### config.mk
export PLATFORM = sky130hd
export DESIGN_NAME = digit_demux_flat
export DESIGN_NICKNAME = d
export VERILOG_FILES = /design/src/rtl/digit_demux_pkg.sv /design/src/rtl/digit_demux_if.sv /design/src/rtl/digit_demux_wdog.sv /design/src/rtl/digit_demux.sv /design/src/flat_wrapper.sv
export SDC_FILE = /design/constraint.sdc
export NUM_CORES = 1
export LEC_CHECK = 0
export CORE_UTILIZATION = 56
export CTS_CLUSTER_SIZE = 12
export DETAILED_ROUTE_END_ITERATION = 16
export PLACE_DENSITY_LB_ADDON = 0.1
export SYNTH_ARGS = -nofsm -noshare
export SYNTH_HDL_FRONTEND = slang
export SYNTH_SLANG_ARGS = --single-unit
### constraint.sdc
create_clock -name clk -period 2.45 [get_ports clk]
set_input_delay 0.245 -clock clk [delete_from_list [all_inputs] [get_ports clk]]
set_output_delay 0.245 -clock clk [all_outputs]
set_load 0.02 [all_outputs]
### src/rtl/digit_demux_pkg.sv
// digit_demux shared types and sizes.
// Digit count, index width, FSM states, watchdog counter width.
package digit_demux_pkg;

  localparam int NDIG  = 4;
  localparam int IDX_W = 2;
  localparam int CNT_W = 8;

  typedef logic [IDX_W-1:0] idx_t;

  typedef enum logic {
    HUNT,
    COLLECT
  } state_t;

  localparam idx_t LAST_IDX = idx_t'(NDIG - 1);

endpackage

### src/rtl/digit_demux_if.sv
// digit_demux scanned-bus interface.
// master drives the scan slot + err_clr; slave returns digits and status.
interface digit_demux_if #(
  parameter int DW = 4
);

  logic [DW-1:0] in_digit;
  logic [1:0]    in_bit;
  logic          in_en;
  logic          err_clr;

  logic [DW-1:0] out0;
  logic [DW-1:0] out1;
  logic [DW-1:0] out2;
  logic [DW-1:0] out3;
  logic          frame_done;
  logic          seq_err;
  logic          seq_err_sticky;
  logic          stall;

  modport master (
    output in_digit, in_bit, in_en, err_clr,
    input  out0, out1, out2, out3,
    input  frame_done, seq_err, seq_err_sticky, stall
  );

  modport slave (
    input  in_digit, in_bit, in_en, err_clr,
    output out0, out1, out2, out3,
    output frame_done, seq_err, seq_err_sticky, stall
  );

endinterface

### src/rtl/digit_demux_wdog.sv
// Scan-stall watchdog: counts repeats of the accepted index.
// In: clk, sys_rst_n, s_idx, s_vld. Out: stall (cnt >= TIMEOUT).
module digit_demux_wdog
  import digit_demux_pkg::*;
#(
  parameter int TIMEOUT = 8
) (
  input  logic clk,
  input  logic sys_rst_n,
  input  idx_t s_idx,
  input  logic s_vld,
  output logic stall
);

  logic [CNT_W-1:0] cnt;
  idx_t             prev;
  logic             seen;

  always_ff @(posedge clk or negedge sys_rst_n) begin
    if (!sys_rst_n) begin
      cnt  <= '0;
      prev <= '0;
      seen <= 1'b0;
    end else if (s_vld) begin
      seen <= 1'b1;
      prev <= s_idx;
      if (!seen || s_idx != prev)
        cnt <= '0;
      else if (cnt != '1)
        cnt <= cnt + 1'b1;
    end
  end

  assign stall = (cnt >= CNT_W'(TIMEOUT));

endmodule

### src/rtl/digit_demux.sv
// digit_demux: rebuilds four parallel digits from a scanned digit bus.
// Ports: clk, sys_rst_n, bus (digit_demux_if.slave). Macro: DIGIT_DEMUX_SEQ_CHECK_EN.
module digit_demux
  import digit_demux_pkg::*;
#(
  parameter int DW      = 4,
  parameter int TIMEOUT = 8
) (
  input logic          clk,
  input logic          sys_rst_n,
  digit_demux_if.slave bus
);

  logic [DW-1:0] s_digit;
  idx_t          s_idx;
  logic          s_vld;

  logic [DW-1:0] sh [NDIG];
  logic [DW-1:0] outs [NDIG];

  logic stall;
  logic publish;
  logic err;
  logic frame_done;
  logic seq_err;
  logic sticky;

  always_ff @(posedge clk or negedge sys_rst_n) begin
    if (!sys_rst_n) begin
      s_digit <= '0;
      s_idx   <= '0;
      s_vld   <= 1'b0;
    end else begin
      s_digit <= bus.in_digit;
      s_idx   <= bus.in_bit;
      s_vld   <= bus.in_en;
    end
  end

  always_ff @(posedge clk or negedge sys_rst_n) begin
    if (!sys_rst_n) begin
      for (int i = 0; i < NDIG; i++)
        sh[i] <= '0;
    end else if (s_vld) begin
      sh[s_idx] <= s_digit;
    end
  end

  digit_demux_wdog #(
    .TIMEOUT (TIMEOUT)
  ) u_wdog (
    .clk       (clk),
    .sys_rst_n (sys_rst_n),
    .s_idx     (s_idx),
    .s_vld     (s_vld),
    .stall     (stall)
  );

`ifdef DIGIT_DEMUX_SEQ_CHECK_EN

  state_t state;
  state_t nxt;
  idx_t   exp_q;
  idx_t   exp_n;
  logic   stall_q;
  logic   stall_rise;

  assign stall_rise = stall && !stall_q;

  always_ff @(posedge clk or negedge sys_rst_n) begin
    if (!sys_rst_n) begin
      state   <= HUNT;
      exp_q   <= '0;
      stall_q <= 1'b0;
    end else begin
      state   <= nxt;
      exp_q   <= exp_n;
      stall_q <= stall;
    end
  end

  // An out-of-order slot 0 restarts collection directly,
  // so the realigned frame loses no slot.
  always_comb begin
    nxt   = state;
    exp_n = exp_q;
    if (stall_rise) begin
      nxt = HUNT;
    end else if (s_vld) begin
      unique case (state)
        HUNT: begin
          if (s_idx == '0) begin
            nxt   = COLLECT;
            exp_n = idx_t'(1);
          end
        end
        COLLECT: begin
          if (s_idx == exp_q) begin
            if (exp_q == LAST_IDX)
              nxt = HUNT;
            else
              exp_n = exp_q + 1'b1;
          end else if (s_idx == '0) begin
            nxt   = COLLECT;
            exp_n = idx_t'(1);
          end else begin
            nxt = HUNT;
          end
        end
      endcase
    end
  end

  always_comb begin
    publish = 1'b0;
    err     = 1'b0;
    if (!stall_rise && s_vld && state == COLLECT) begin
      if (s_idx == exp_q)
        publish = (exp_q == LAST_IDX);
      else
        err = 1'b1;
    end
  end

  always_ff @(posedge clk or negedge sys_rst_n) begin
    if (!sys_rst_n)
      sticky <= 1'b0;
    else if (err)
      sticky <= 1'b1;
    else if (bus.err_clr)
      sticky <= 1'b0;
  end

`else

  logic unused_err_clr;

  assign unused_err_clr = bus.err_clr;
  assign publish        = s_vld && (s_idx == LAST_IDX);
  assign err            = 1'b0;
  assign sticky         = 1'b0;

`endif

  // Slot 3 bypasses its shadow so the frame publishes one edge earlier.
  always_ff @(posedge clk or negedge sys_rst_n) begin
    if (!sys_rst_n) begin
      for (int i = 0; i < NDIG; i++)
        outs[i] <= '0;
      frame_done <= 1'b0;
      seq_err    <= 1'b0;
    end else begin
      frame_done <= publish;
      seq_err    <= err;
      if (publish) begin
        for (int i = 0; i < NDIG - 1; i++)
          outs[i] <= sh[i];
        outs[NDIG-1] <= s_digit;
      end
    end
  end

  assign bus.out0           = outs[0];
  assign bus.out1           = outs[1];
  assign bus.out2           = outs[2];
  assign bus.out3           = outs[3];
  assign bus.frame_done     = frame_done;
  assign bus.seq_err        = seq_err;
  assign bus.seq_err_sticky = sticky;
  assign bus.stall          = stall;

endmodule

### src/flat_wrapper.sv
// flat-port wrapper written by rule: the top's interface ports become plain ports
module digit_demux_flat import digit_demux_pkg::*;
#(
  parameter int DW      = 4,
  parameter int TIMEOUT = 8
)
  (clk, sys_rst_n, bus_in_digit, bus_in_bit, bus_in_en, bus_err_clr, bus_out0, bus_out1, bus_out2, bus_out3, bus_frame_done, bus_seq_err, bus_seq_err_sticky, bus_stall);
  digit_demux_if #(.DW(DW)) bus_i ();
  input logic clk;
  input logic sys_rst_n;
  input wire logic [$bits(bus_i.in_digit)-1:0] bus_in_digit;
  input wire logic [$bits(bus_i.in_bit)-1:0] bus_in_bit;
  input wire logic [$bits(bus_i.in_en)-1:0] bus_in_en;
  input wire logic [$bits(bus_i.err_clr)-1:0] bus_err_clr;
  output wire logic [$bits(bus_i.out0)-1:0] bus_out0;
  output wire logic [$bits(bus_i.out1)-1:0] bus_out1;
  output wire logic [$bits(bus_i.out2)-1:0] bus_out2;
  output wire logic [$bits(bus_i.out3)-1:0] bus_out3;
  output wire logic [$bits(bus_i.frame_done)-1:0] bus_frame_done;
  output wire logic [$bits(bus_i.seq_err)-1:0] bus_seq_err;
  output wire logic [$bits(bus_i.seq_err_sticky)-1:0] bus_seq_err_sticky;
  output wire logic [$bits(bus_i.stall)-1:0] bus_stall;
  assign bus_i.in_digit = bus_in_digit;
  assign bus_i.in_bit = bus_in_bit;
  assign bus_i.in_en = bus_in_en;
  assign bus_i.err_clr = bus_err_clr;
  assign bus_out0 = bus_i.out0;
  assign bus_out1 = bus_i.out1;
  assign bus_out2 = bus_i.out2;
  assign bus_out3 = bus_i.out3;
  assign bus_frame_done = bus_i.frame_done;
  assign bus_seq_err = bus_i.seq_err;
  assign bus_seq_err_sticky = bus_i.seq_err_sticky;
  assign bus_stall = bus_i.stall;
  digit_demux #(.DW(DW), .TIMEOUT(TIMEOUT)) u_core (.clk(clk), .sys_rst_n(sys_rst_n), .bus(bus_i));
endmodule
# Word level (Yosys, flattened, before mapping)
# Cells that the tools add are included.
# classes
n_lt_le_gt_ge	3
n_eq_ne	3
bitwise_logic	1
muxes	5
n_reduce_logical	6
addsub	1
# op_table
op	n
16-bit bitwise mux	1
8-bit 2-to-1 mux	2
8-bit by 1-bit adder with 8-bit output, second input constant	1
4-bit demux with 2-bit select	1
8-bit by 4-bit greater-or-equal comparator with 1-bit output, second input constant	1
8-bit != test, second input constant	1
4-bit 2-to-1 mux	1
3-bit greater-or-equal comparator, second input constant	1
3-bit by 1-bit less-than comparator with 1-bit output, second input constant	1
2-bit NOT with 3-bit output	1
2-bit == test, second input constant	1
1-bit logical AND	2
2-bit != test	1
2-bit AND reduction	1
2-bit nonzero test	1
1-bit zero test	1
1-bit logical OR	1
# word_totals
ff_bits	51
output_inout_bits	20
elab_cells	34

# Longest topological paths before layout
# Gate-level depths: netlist of the first run.
# logic_depth
ltp_word	6
mapped_depth	5

# Cells and area by module
# A second synthesis of the first run with hierarchy kept.
# hier_totals
cells_unflattened	129
area_unflattened_um2	1936.9
# by_module_without_submodules
module	n_inst	cells_each	area_each_um2
digit_demux	1	73	1328.8
digit_demux_wdog	1	56	608.1

# Worst setup path before layout of the first run
# Ideal clock, no wire load.
# synth_path
kind	register -> register
from	register u_core.u_wdog.cnt[0]
to	register u_core.u_wdog.cnt[0]
slack_ns	0.997
setup_ns	0.125
path_stages_with_launch	6
arrival_time_ns	1.329
path_cell_list	dfrtp_1 > ha_1 > and4_1 > nand2_1 > and3_4 > mux2_2
# synth_between
elab_chain_len	3
word_cells_on_any_way	6
cone_classes	add/sub: 1; eq/ne: 1; mux: 2; reduce/logical: 2
# synth_rtl
item	line	text
start: declaration	digit_demux_wdog.sv:15	logic [CNT_W-1:0] cnt;
start signal: assignment	digit_demux_wdog.sv:30	cnt <= cnt + 1'b1;
8-bit by 1-bit adder with 8-bit output or 8-bit != test (tied branches)	digit_demux_wdog.sv:30, digit_demux_wdog.sv:29	
8-bit 2-to-1 mux or 2-bit nonzero test (tied branches)	-	
8-bit 2-to-1 mux or 2-bit AND reduction (tied branches)	-	
# Parallel ways exist; a longest one is shown, timed or not. The select of a mux whose other input is x is not followed.
# A chain may end at the register's enable or synchronous reset.

# Worst setup path after layout of the first run
# layout_path
from	register u_core.u_wdog.cnt[3]
to	output port bus_stall
# layout_between
elab_chain_len	1
# layout_rtl
item	line	text
8-bit by 4-bit greater-or-equal comparator with 1-bit output	digit_demux_wdog.sv:34	assign stall = (cnt >= CNT_W'(TIMEOUT));
end: declaration	flat_wrapper.sv:22	output wire logic [$bits(bus_i.stall)-1:0] bus_stall;
# No other way between the ends.

==> results.txt, run 1 <==
- Post-synthesis area per instance: between 10 and 15 um2
- The biggest area contributor in the post-synthesis netlist is sky130_fd_sc_hd__dfrtp_1.
- Clock tree synthesis inserted a total of 5 buffers.
- Share of final-layout standard cells stronger than drive strength 1: around 30%
- Top-area cell type share of the netlist area: between 60% and 70%
- Net switching is 27.0% of the power.
* Gpl congestion: 0.910
- The internal power of the cells totals around 1.4 mW.
- Clock share of power: roughly 24%
* EDFF count, synth: 0
- Logic pwr share: 24.1%
* Leftover overflow at the end of global routing: 0
- Clock tree synthesis found a total of 47 sinks.
* Final total power: 1.87 mW
* Synth Flop Type: sky130_fd_sc_hd__dfrtp_1
- For this design the total switching power over the nets is 0.505 mW.
* Count of pins on the block boundary: 30
* Drt via density: 5.57
- Die W: roughly 60 um
- Post-Synth Adder-Cell Area: roughly 1.3%
- Number of warnings reported in the yosys synthesis log: 0
* Critical Path AT: 1680 ps
- Commonest non-fill, non-tap cells in the layout: sky130_fd_sc_hd__dfrtp_1, sky130_fd_sc_hd__mux2_2, sky130_fd_sc_hd__clkdlybuf4s50_1
- Maximum capacitance violations: 0
- The setup check on the worst reg-to-reg path leaves a slack of 800 ps.
* Floorplan core area: roughly 3100 um2
* Fin Setup TNS: 0 ps
- Pwr per Cell Area: 828 nW/um2
- Yosys attributes the largest share of cell area to sky130_fd_sc_hd__dfrtp_1, sky130_fd_sc_hd__mux2_2, sky130_fd_sc_hd__a21oi_1.
- The critical path is of the reg2out type.
- The synthesized netlist devotes less than 1% of its cell area to XOR and XNOR gates.
- Number of buffers added to fix hold violations after cts: 0
- Layout overhead on the synthesized area: 19.1%
- Fraction of synthesis flops using an asynchronous set or reset pin: between 90% and 100%
- Cell Area, Synth: roughly 1900 um2
- Flop pwr share: approximately half
- Once the floorplan was initialized, standard cells occupied between 60 and 70% of the core.
- Setup repair after global routing left no endpoint under its margin.
* Clock tree root driver cell: sky130_fd_sc_hd__clkbuf_4
* Clock transition at the registers of the reported paths: around 130 ps
- Number of placement rows: 20
* Die H: 60.2 um
- Clock tree from TritonCTS: yes
- Share of synthesized cell area in and, or, nand and nor gates: about 7.6%
* Post-detailed-placement half-perimeter wirelength: a little over 2 mm
- Final WL: 2.93 mm
- Entering global routing, the biggest net connects 48 pins.
- Type of destination of the critical path: output pin
- Main combinational cell family by area after synthesis: multiplexers
* Number of global-route vias before repair: around 1100
* Synthesized-area fraction occupied by ao, oa, aoi and oai cells: 6.72%
- The cell count after synthesis came out at 136.
- Buffers from clock root to sink, at most: 2
- For the pin with the worst max-slew slack, the measured transition is just under 1000 ps.
- Portion of the post-synthesis area used by sequential elements: around three fifths
- In this run, post-CTS repair resized a total of 0 instances.
- Total Die Area: roughly 3600 um2
* Fin. Hold Viols: 0
* Setup bufs post-CTS: 0
- Clock network latency to the later pin of the worst-skew pair: around 360 ps
- The worst hold path belongs to the class in2async.
- Global routing used 19.9% of the available tracks.
- Cell area after layout: about 2300 um2
* Post-route DRC: 0
* Largest vdd supply drop: a little under 0.6 mV
* Mux contribution to synthesized area: ~18%
* Status: completed
* DRT Pass-1 Iters: 4
- WL/cell: 14.0 um
- Hold WS: 23.5 ps
- CTS built an H-tree with a depth of 2.
- Summing all placed instances gives a cell area of 2180 um2.
- The number of antenna violations at the first check in global routing was 0.
- Leaving out fill and tap cells, the most frequent cell in the layout is sky130_fd_sc_hd__dfrtp_1.
- Data required time of the critical path: between 2000 and 2500 ps
- Layout Nets: between 150 and 200
* Count of filler cells inserted in the layout: approximately 230
* Launching element type of the critical path: register
- The clock period could shrink to between 1500 and 2000 ps.
- Setup violations remaining at the end of the flow were counted as 0.
- Of the available clock period, the critical path in the final layout requires about four fifths.
- The synthesized netlist contains 30 unique library cells.
- Antenna Diode Count: 0
* Count of input and output buffers: 26
- Final Skew: a little over 7 ps
- The number of max-slew violations in the final report is 0.
* Count of vias placed by the detailed router: roughly 1200
* Leak: around 0.97 nW
- Initial DRC count: 42
* Register bit total from synthesis: 47
* Fmax: 519 MHz
- In this run the tightest slew margin relative to its limit is 34.1%.
- Biggest fanout along the worst timing path: 9
- Wire length of the first global-routing pass: approximately 5 mm
- Remaining antenna violation count: 0
cell type report:
class / instances / area [um2] / area share [%]
multi-input combinational: 80 / 672 / 29.7
sequential: 47 / 1180 / 52.0
inverter: 4 / 15.0 / 0.664
tap: 44 / 55.1 / 2.43
clock buffer: 5 / 37.5 / 1.66
timing repair buffer: 27 / 263 / 11.6
clock inverter: 3 / 43.8 / 1.94
metrics by stage:
step / utilization [%] / instances / setup WS (ps)
6_report: 72.3 / 210 / 523
5_1_grt: 72.3 / 210 / 427
4_1_cts: 72.3 / 210 / 528
3_5_place_dp: 69.7 / 202 / 847
3_3_place_gp: 69.7 / 202 / 862
2_1_floorplan: - / 137 / 997
logic make-up (layout without fill, tap and decap cells):
logic type,Yosys count,in the layout
multiplexers,31,31
adder cells (fa/ha/maj),2,2
XOR/XNOR,2,2
AND/OR/NAND/NOR,23,23
AO/OA/AOI/OAI,20,20
other,1,2
buffers and inverters,10,39
flip-flops,47,47
flip-flops by register name (all words and copies together), names as in the netlist, 4 cells and up:
name and cells:
u_core.bus.out3 4, u_core.bus.out0 4, u_core.u_wdog.cnt 8, u_core.s_digit 4, u_core.bus.out1 4, u_core.bus.out2 4
u_core.sh 12
power by group through the flow:
stage               Clock (mW)  Sequential [mW]  Combinational (mW)
CTS                      0.463            0.972               0.457
floorplan                    0             1.07               0.160
finish                   0.453            0.969               0.450
global placement             0            0.979               0.444
global route             0.489            0.986               0.485
detailed placement           0            0.988               0.456
Yosys cell counts (all sizes together) (2+ instances only):
| master | n |
|---|---|
| a31o | 3 |
| xnor2 | 2 |
| nor3b | 2 |
| nand2 | 4 |
| nor3 | 2 |
| nand3 | 5 |
| buf | 5 |
| o21ai | 3 |
| dfrtp | 47 |
| a41oi | 2 |
| mux2 | 31 |
| and3 | 3 |
| nand3b | 2 |
| a21oi | 9 |
| inv | 4 |
| ha | 2 |
metal layers:
| metal | global-route usage, % | up-vias | routed length, um |
|---|---|---|---|
| li1 | - | 545 | - |
| met3 | 4.76 | 10 | 162 |
| met1 | 24.5 | 571 | 1290 |
| met5 | 0 | - | 0 |
| met2 | 31.7 | 43 | 1410 |
| met4 | 11.6 | 0 | 77 |
path summary, 6_finish.rpt:
check / to / from / cells after the start
hold reg to reg: u_core.u_wdog.seen$_DFFE_PN0P_ / u_core.u_wdog.seen$_DFFE_PN0P_ / 1
max in group asynchronous: u_core.u_wdog.cnt[2]$_DFFE_PN0P_ / sys_rst_n / 1
setup / recovery: bus_stall / u_core.u_wdog.cnt[3]$_DFFE_PN0P_ / 3
hold / removal: u_core.sh[6]$_DFFE_PN0P_ / sys_rst_n / 1
min in group clk: u_core.s_digit[3]$_DFF_PN0_ / bus_in_digit[3] / 1
setup reg to reg: u_core.u_wdog.cnt[0]$_DFFE_PN0P_ / u_core.u_wdog.cnt[0]$_DFFE_PN0P_ / 5
critical path, cell delays in order, from the launching register on:
cell                              delay (ps)
sky130_fd_sc_hd__dfrtp_1                 490
sky130_fd_sc_hd__nor3_1                  230
sky130_fd_sc_hd__nand2_1                  80
sky130_fd_sc_hd__clkdlybuf4s50_1         530
(Power assumes the default switching activity.)
==> run 2: changes to the inputs <==
--- a/config.mk
+++ b/config.mk
@@ -5,7 +5,7 @@
 export SDC_FILE = /design/constraint.sdc
 export NUM_CORES = 1
 export LEC_CHECK = 0
-export CORE_UTILIZATION = 56
+export CORE_UTILIZATION = 47
 export CTS_CLUSTER_SIZE = 12
 export DETAILED_ROUTE_END_ITERATION = 16
 export PLACE_DENSITY_LB_ADDON = 0.1
==> constraint.sdc (replaced) <==
create_clock -name clk -period 1.6 [get_ports clk]
set_input_delay 0.16 -clock clk [delete_from_list [all_inputs] [get_ports clk]]
set_output_delay 0.16 -clock clk [all_outputs]
set_load 0.02 [all_outputs]
==> results.txt, run 2 (synthesized netlist as in run 1, its figures left out) <==
- Number of global-route vias before repair: 1157 (+1.5%)
- Flip-flop count of the largest register, all copies and words added: 12 (unchanged)
- Clk sinks: 47 (unchanged)
- Clock tree root driver cell: sky130_fd_sc_hd__clkbuf_8
- Endpoint of the lowest-slack register-to-register path: u_core.u_wdog.cnt[0]$_DFFE_PN0P_
* Layout overhead on the synthesized area: 23.9%
- Commonest non-fill, non-tap cells in the layout: sky130_fd_sc_hd__dfrtp_1, sky130_fd_sc_hd__mux2_2, sky130_fd_sc_hd__clkdlybuf4s50_1
* Reg-to-reg critical path startpoint: u_core.u_wdog.cnt[0]$_DFFE_PN0P_
- The maximum vdd ir drop came to 0.822 mV (+38%).
* Number of placement rows: 22 (+10%)
* Final Skew: 6.89 ps (-0.292 ps)
- Top flop regs: u_core.sh (12), u_core.u_wdog.cnt (8)
- Leak: 1.01 nW (+5.0%)
- Counting flops per register, the top entry is u_core.sh.
- Hold Path Cell Cnt: 1
- Most common cell after layout, fill and taps aside: sky130_fd_sc_hd__dfrtp_1
* Count of pins on the block boundary: 30 (unchanged)
* Source of the worst hold timing path: bus_in_bit[1]
- The total internal power is 2.25 mW (+64%).
- The switching power share of the total came to 26.5% (-0.44 points).
* Shortest period the worst path allows: between 1500 and 2000 ps
- Gpl congestion: 0.848 (-6.8%)
- The die span in y is 65.6 um (+8.9%).
- Wire length of the first global-routing pass: 5.38 mm (+7.9%)
- Post-detailed-placement half-perimeter wirelength: 2.22 mm (+8.3%)
* Clock share of power: 28.3% (+4.1 points)
* Final Max Tran Viols: 0 (unchanged)
* Maximum capacitance violations: 0 (unchanged)
- The number of antenna violations at the first check in global routing was 0 (unchanged).
- Final WL: 3.15 mm (+7.2%)
- Critical Path AT: 1360 ps (-320 ps)
* Die W: 65.6 um (+8.9%)
* Classification of the worst-slack hold path: in2reg
- Drt via density: 5.38 (-3.4%)
- The global route total overflow was 0 (unchanged).
* Data required time of the critical path: 1440 ps (-760 ps)
- The sequential share of power came to 48.7% (-3.1 points).
- Layout Nets: 182 (+2.8%)
* Number of cells on the worst reg-to-reg path: 5 (unchanged)
- Tot GR Track Use: 17.5% (-2.4 points)
- Count of vias placed by the detailed router: 1178 (+0.77%)
* Reported net switching power: 0.812 mW (+61%)
- FF-to-FF setup slack: 100 ps (-700 ps)
- The post-CTS repair timing setup buffer count is 0 (unchanged).
* Pwr per Cell Area: 1300 nW/um2 (+57%)
* Effective utilization at floorplan: 50.4% (-10 points)
* Fin Setup TNS: 0 ps (unchanged)
- Buffers from clock root to sink, at most: 2 (unchanged)
- The final number of hold-violating endpoints was 0 (unchanged).
- The average wire per cell in the routed design was 14.4 um (+2.8%).
* Type of destination of the critical path: output pin
* Fmax: approximately 660 MHz
- Biggest fanout along the worst timing path: 9 (unchanged)
* Count of input and output buffers: 26 (unchanged)
* Total Die Area: 4300 um2 (+18%)
- The worst setup path is of the reg2out kind.
- The number of filler instances in the final layout came to 291 (+29%).
* Clock tree from TritonCTS: yes
* Clock transition at the registers of the reported paths: 90 ps (-40 ps)
* Share of final-layout standard cells stronger than drive strength 1: 31.0% (+1.5 points)
- Initial DRC count: 56 (+33%)
- Final setup violation count: 0 (unchanged)
- Post-route DRC: 0 (unchanged)
- The worst path uses between 90% and 100% of the clock period.
- The number of antenna cells inserted is 0 (unchanged).
* Clock network latency to the later pin of the worst-skew pair: 300 ps (-60 ps)
- Pin count of the biggest net entering global routing: 27 (-44%)
* Number of buffers added by the clock tree synthesis step: 5 (unchanged)
* Launching element type of the critical path: register
- Clock H-tree levels: 2 (unchanged)
* Status: completed
- Remaining antenna violation count: 0 (unchanged)
- The core footprint came to 3770 um2 (+21%).
* Endpoint of the worst hold path: u_core.s_idx[1]$_DFF_PN0_
* Logic pwr share: 23.0% (-1.1 points)
- The length of the first detailed-routing pass in iterations was 4 (unchanged).
- RSZ-0062 raised after global routing: false
- The final total power is 3.06 mW (+63%).
==> run 2: cell types whose count changed in the layout (fill, tap and decap cells not counted) <==
| cell | previous run | this run |
|---|---|---|
| sky130_fd_sc_hd__clkbuf_4 | 5 | 0 |
| sky130_fd_sc_hd__clkbuf_8 | 0 | 5 |
| sky130_fd_sc_hd__buf_4 | 1 | 4 |
| sky130_fd_sc_hd__buf_12 | 0 | 1 |
| sky130_fd_sc_hd__clkdlybuf4s50_1 | 25 | 24 |
| sky130_fd_sc_hd__clkinv_2 | 1 | 0 |
| sky130_fd_sc_hd__dlygate4sd2_1 | 0 | 1 |
| sky130_fd_sc_hd__dlygate4sd3_1 | 0 | 1 |
| sky130_fd_sc_hd__inv_6 | 0 | 1 |
==> run 2: layer usage <==
| metal | track usage (%) | wire length [um] |
|---|---|---|
| met4 | 6.79 | 32 |
| met3 | 6.60 | 129 |
| met1 | 22.2 | 1450 |
| met5 | 0 | 0 |
| met2 | 27.1 | 1540 |
==> run 2: power by group through the flow <==
stage / registers, mW / logic [mW] / clock network (mW)
global route: 1.52 / 0.753 / 0.943
detailed placement: 1.52 / 0.710 / 0
finish: 1.49 / 0.704 / 0.868
CTS: 1.49 / 0.713 / 0.897
global placement: 1.50 / 0.697 / 0
floorplan: 1.64 / 0.245 / 0
==> run 2: cell type report <==
cell class | instances | area [um2] | area share (%)
clock buffers | 5 | 68.8 | 2.92
clock inverters | 3 | 47.5 | 2.02
inverters | 4 | 15.0 | 0.638
multi-input cells | 80 | 672 | 28.5
flip-flops and latches | 47 | 1180 | 50.0
well taps | 48 | 60.1 | 2.55
repair buffers | 32 | 314 | 13.3
==> run 2: critical path, cell delays in order, from the launching register on <==
cell and delay [ps]:
sky130_fd_sc_hd__dfrtp_1 480, sky130_fd_sc_hd__nor3_1 210, sky130_fd_sc_hd__nand2_1 60, sky130_fd_sc_hd__dlygate4sd2_1 310
==> run 2: through the flow <==
| step | setup WS [ps] | area (um2) | hold WS, ps | cells | util, % |
|---|---|---|---|---|---|
| 3_3_place_gp | 165 | 2230 | 149 | 210 | 59.1 |
| 4_1_cts | 62.0 | 2350 | 275 | 219 | 62.4 |
| 5_1_grt | 10.3 | 2350 | 267 | 219 | 62.4 |
| 2_1_floorplan | 147 | 1900 | -136 | 137 | - |
| 6_report | 76.6 | 2350 | 286 | 219 | 62.4 |
| 3_5_place_dp | 147 | 2230 | 151 | 210 | 59.1 |
==> run 2: timing repair <==
| action | CTS | global route |
|---|---|---|
| endpoints found under the hold margin | 21 | 0 |
| hold buffers | 1 | 0 |
| endpoints found under the setup margin | 1 | 0 |
| resized for setup | 1 | 0 |
==> run 2: how the worst max path moves through the flow <==
stage / startpoint / to / slack (ps) / cells after the start
2_1_floorplan: u_core.u_wdog.cnt[0]$_DFFE_PN0P_ / u_core.u_wdog.cnt[0]$_DFFE_PN0P_ / 150 / 5
3_3_place_gp: u_core.u_wdog.cnt[0]$_DFFE_PN0P_ / u_core.u_wdog.cnt[0]$_DFFE_PN0P_ / 160 / 5
3_5_place_dp: u_core.u_wdog.cnt[0]$_DFFE_PN0P_ / u_core.u_wdog.cnt[0]$_DFFE_PN0P_ / 150 / 5
4_1_cts: u_core.u_wdog.cnt[3]$_DFFE_PN0P_ / bus_stall / 60 / 3
5_1_grt: u_core.u_wdog.cnt[3]$_DFFE_PN0P_ / bus_stall / 10 / 3
6_report: u_core.u_wdog.cnt[3]$_DFFE_PN0P_ / bus_stall / 80 / 3
==> run 3: changes to the inputs <==
--- a/config.mk
+++ b/config.mk
@@ -5,6 +5,7 @@
 export SDC_FILE = /design/constraint.sdc
 export NUM_CORES = 1
 export LEC_CHECK = 0
+export CORE_MARGIN = 5
 export CORE_UTILIZATION = 47
 export CTS_CLUSTER_SIZE = 12
 export DETAILED_ROUTE_END_ITERATION = 16
@@ -12,3 +13,4 @@
 export SYNTH_ARGS = -nofsm -noshare
 export SYNTH_HDL_FRONTEND = slang
 export SYNTH_SLANG_ARGS = --single-unit
+export TNS_END_PERCENT = 1
==> results.txt, run 3 (synthesized netlist as in run 1, its figures left out) <==
- The run finished with clean final reports.
* Clk sinks: 47 (unchanged)
- Type of destination of the critical path: register
- Clock tree synthesis selected as its root buffer the cell sky130_fd_sc_hd__clkbuf_8.
* Launching element type of the critical path: register
- The final setup violation count came to 0 (unchanged).
- The total negative slack for setup checks is 0 ps (unchanged).
* Critical setup path kind: reg2reg
- TritonCTS built the clock tree.
- M3 GR Usage: 5.20% (-1.4 points)
- Final Skew: 2.90 ps (-3.99 ps)
- The insertion delay of the later-clocked pin in the worst-skew pair came to 290 ps (about the same).
- Pwr per Cell Area: 1220 nW/um2 (-5.9%)
- Classification of the worst-slack hold path: in2reg
- The maximum vdd ir drop was 0.688 mV (-16%).
- The combined global-route utilization of all metal layers came to 13.5% (-4.0 points).
* Post-route DRC: 0 (unchanged)
- Cell area after layout: 2320 um2 (-1.3%)
* Leak: 0.991 nW (-2.3%)
* Clock transition at the registers of the reported paths: 80 ps (about the same)
- Share of final-layout standard cells stronger than drive strength 1: 31.4% (+0.37 points)
* Commonest non-fill, non-tap cells in the layout: sky130_fd_sc_hd__dfrtp_1, sky130_fd_sc_hd__mux2_2, sky130_fd_sc_hd__clkdlybuf4s50_1
- Die W: 73.6 um (+12%)
- The number of buffers inserted during clock tree synthesis was 5 (unchanged).
- Number of antenna violations at the first check in global routing: 0 (unchanged)
- Count of pins on the block boundary: 30 (unchanged)
* Final total power: 2.84 mW (-7.1%)
* Clock H-tree levels: 2 (unchanged)
* Buffers from clock root to sink, at most: 2 (unchanged)
- The length of the first detailed-routing pass in iterations is 4 (unchanged).
* Busiest grt layer: met2
- Number of global-route vias before repair: 1243 (+7.4%)
- Floorplan core area: 3970 um2 (+5.3%)
* Total Die Area: 5410 um2 (+26%)
* Met2 Use GR: 22.6% (-4.4 points)
- Setup repair after global routing left no endpoint under its margin.
- The minimum setup slack among reg-to-reg paths is 80 ps (-20 ps).
- The maximum operating frequency is 656 MHz (about the same).
- Counting flops per register, the top entry is u_core.sh.
* Final WL: 3.27 mm (+4.0%)
- Slew at the pin closest to its max-slew limit: slightly below 500 ps
* Final Max Tran Viols: 0 (unchanged)
- Shortest period the worst path allows: 1520 ps (+1.51 ps)
* Pin count of the biggest net entering global routing: 48 (+78%)
- Cell Area, Placed: 2230 um2 (+0.11%)
- The required time of the worst setup path was 1780 ps (+340 ps).
- Number of placement rows: 23 (+4.5%)
- The number of max-cap violations is 0 (unchanged).
- Headroom to the max-slew limit came out at 67.1%.
- Most common cell after layout, fill and taps aside: sky130_fd_sc_hd__dfrtp_1
- The effective utilization at floorplan came to 47.8% (-2.5 points).
* Fraction of the cycle the final worst path needs: 95.3% (about the same)
- The number of I/O port buffers was 26 (unchanged).
* Antenna Diode Count: 0 (unchanged)
- The flip-flop count of the largest register after layout was 12 (unchanged).
- The post-detailed-route via-to-cell ratio came to 5.25 (-2.4%).
- Fin. Hold Viols: 0 (unchanged)
* Post-detailed-placement half-perimeter wirelength: 2.32 mm (+4.6%)
- WL/cell: 14.9 um (+4.0%)
* Count of vias placed by the detailed router: 1150 (-2.4%)
* Global routing usage on met1: 15.7% (-6.6 points)
- Setup bufs post-CTS: 0 (unchanged)
- Remaining antenna violation count: 0 (unchanged)
- Gpl congestion: 0.811 (-4.4%)
- Top flop regs: u_core.sh (12), u_core.u_wdog.cnt (8)
* Layout Nets: 182 (unchanged)
- The global-route wire length before repair is 5.53 mm (+2.7%).
* Layout overhead on the synthesized area: 22.3%
* Initial DRC count: 70 (+25%)
- The global route total overflow is 0 (unchanged).
* Die H: 73.6 um (+12%)
* Biggest fanout along the worst timing path: 4 (-5)
- The critical path arrival was 1710 ps (+350 ps).
==> run 3: cell count changes in the layout (fill, tap and decap cells not counted) <==
cell,before,now
sky130_fd_sc_hd__clkinv_4,1,0
sky130_fd_sc_hd__nor3_2,0,1
sky130_fd_sc_hd__dfrtp_2,0,1
sky130_fd_sc_hd__nor3_1,2,1
sky130_fd_sc_hd__dfrtp_1,47,46
sky130_fd_sc_hd__bufinv_16,1,0
sky130_fd_sc_hd__clkinvlp_4,0,1
sky130_fd_sc_hd__inv_6,1,0
==> run 3: worst max-delay path, stage by stage, from the launching register on <==
cell and delay, ps:
sky130_fd_sc_hd__dfrtp_1 400, sky130_fd_sc_hd__ha_1 190, sky130_fd_sc_hd__and4_1 260, sky130_fd_sc_hd__nand2_1 120
sky130_fd_sc_hd__and3_4 210, sky130_fd_sc_hd__mux2_2 250
==> run 3: power by group <==
group          total [mW]  switching [mW]  internal [mW]
logic               0.710           0.315          0.395
clock network       0.642           0.352          0.290
registers            1.49           0.109           1.38
total                2.84           0.776           2.07
==> run 3: timing repair <==
action                                 in CTS  in global routing
cloned                                      0                  0
resized for setup                           1                  2
setup endpoints to repair                   1                  1
hold buffers                                1                  0
endpoints found under the hold margin      47                  0
==> run 3: stage by stage <==
step	setup slack (ps)	instances	hold WS, ps	utilization (%)
after floorplan	147	137	-136	-
after global placement	139	212	157	56.2
after detailed placement	101	212	158	56.2
after CTS	82.4	219	292	58.3
after global routing	31.4	219	282	58.5
final	75.1	219	303	58.5
==> run 3: layout make-up <==
class                           instances  area, um2
Clock buffer                            5       68.8
Clock inverter                          1       7.51
Fill cell                             341       1650
Inverter                                4       15.0
Multi-Input combinational cell         80        677
Sequential cell                        47       1180
Tap cell                               50       62.6
Timing Repair Buffer                   32        314
==> run 3: metal layers <==
layer  share of wire, %  wire, um
met5                  0         0
met4                1.4        46
met1                 43      1400
met3                5.0       163
met2                 51      1660
==> run 3: path summary, 6_finish.rpt <==
| path | end | start | cells past startpoint |
|---|---|---|---|
| worst min register to register | u_core.u_wdog.seen$_DFFE_PN0P_ | u_core.u_wdog.seen$_DFFE_PN0P_ | 1 |
| min in group asynchronous | u_core.u_wdog.cnt[4]$_DFFE_PN0P_ | sys_rst_n | 3 |
| worst max register to register | u_core.u_wdog.cnt[0]$_DFFE_PN0P_ | u_core.u_wdog.cnt[0]$_DFFE_PN0P_ | 5 |
| worst min-delay path | u_core.s_digit[0]$_DFF_PN0_ | bus_in_digit[0] | 1 |
| worst max-delay path | u_core.u_wdog.cnt[0]$_DFFE_PN0P_ | u_core.u_wdog.cnt[0]$_DFFE_PN0P_ | 5 |
| max in group asynchronous | u_core.s_digit[0]$_DFF_PN0_ | sys_rst_n | 3 |
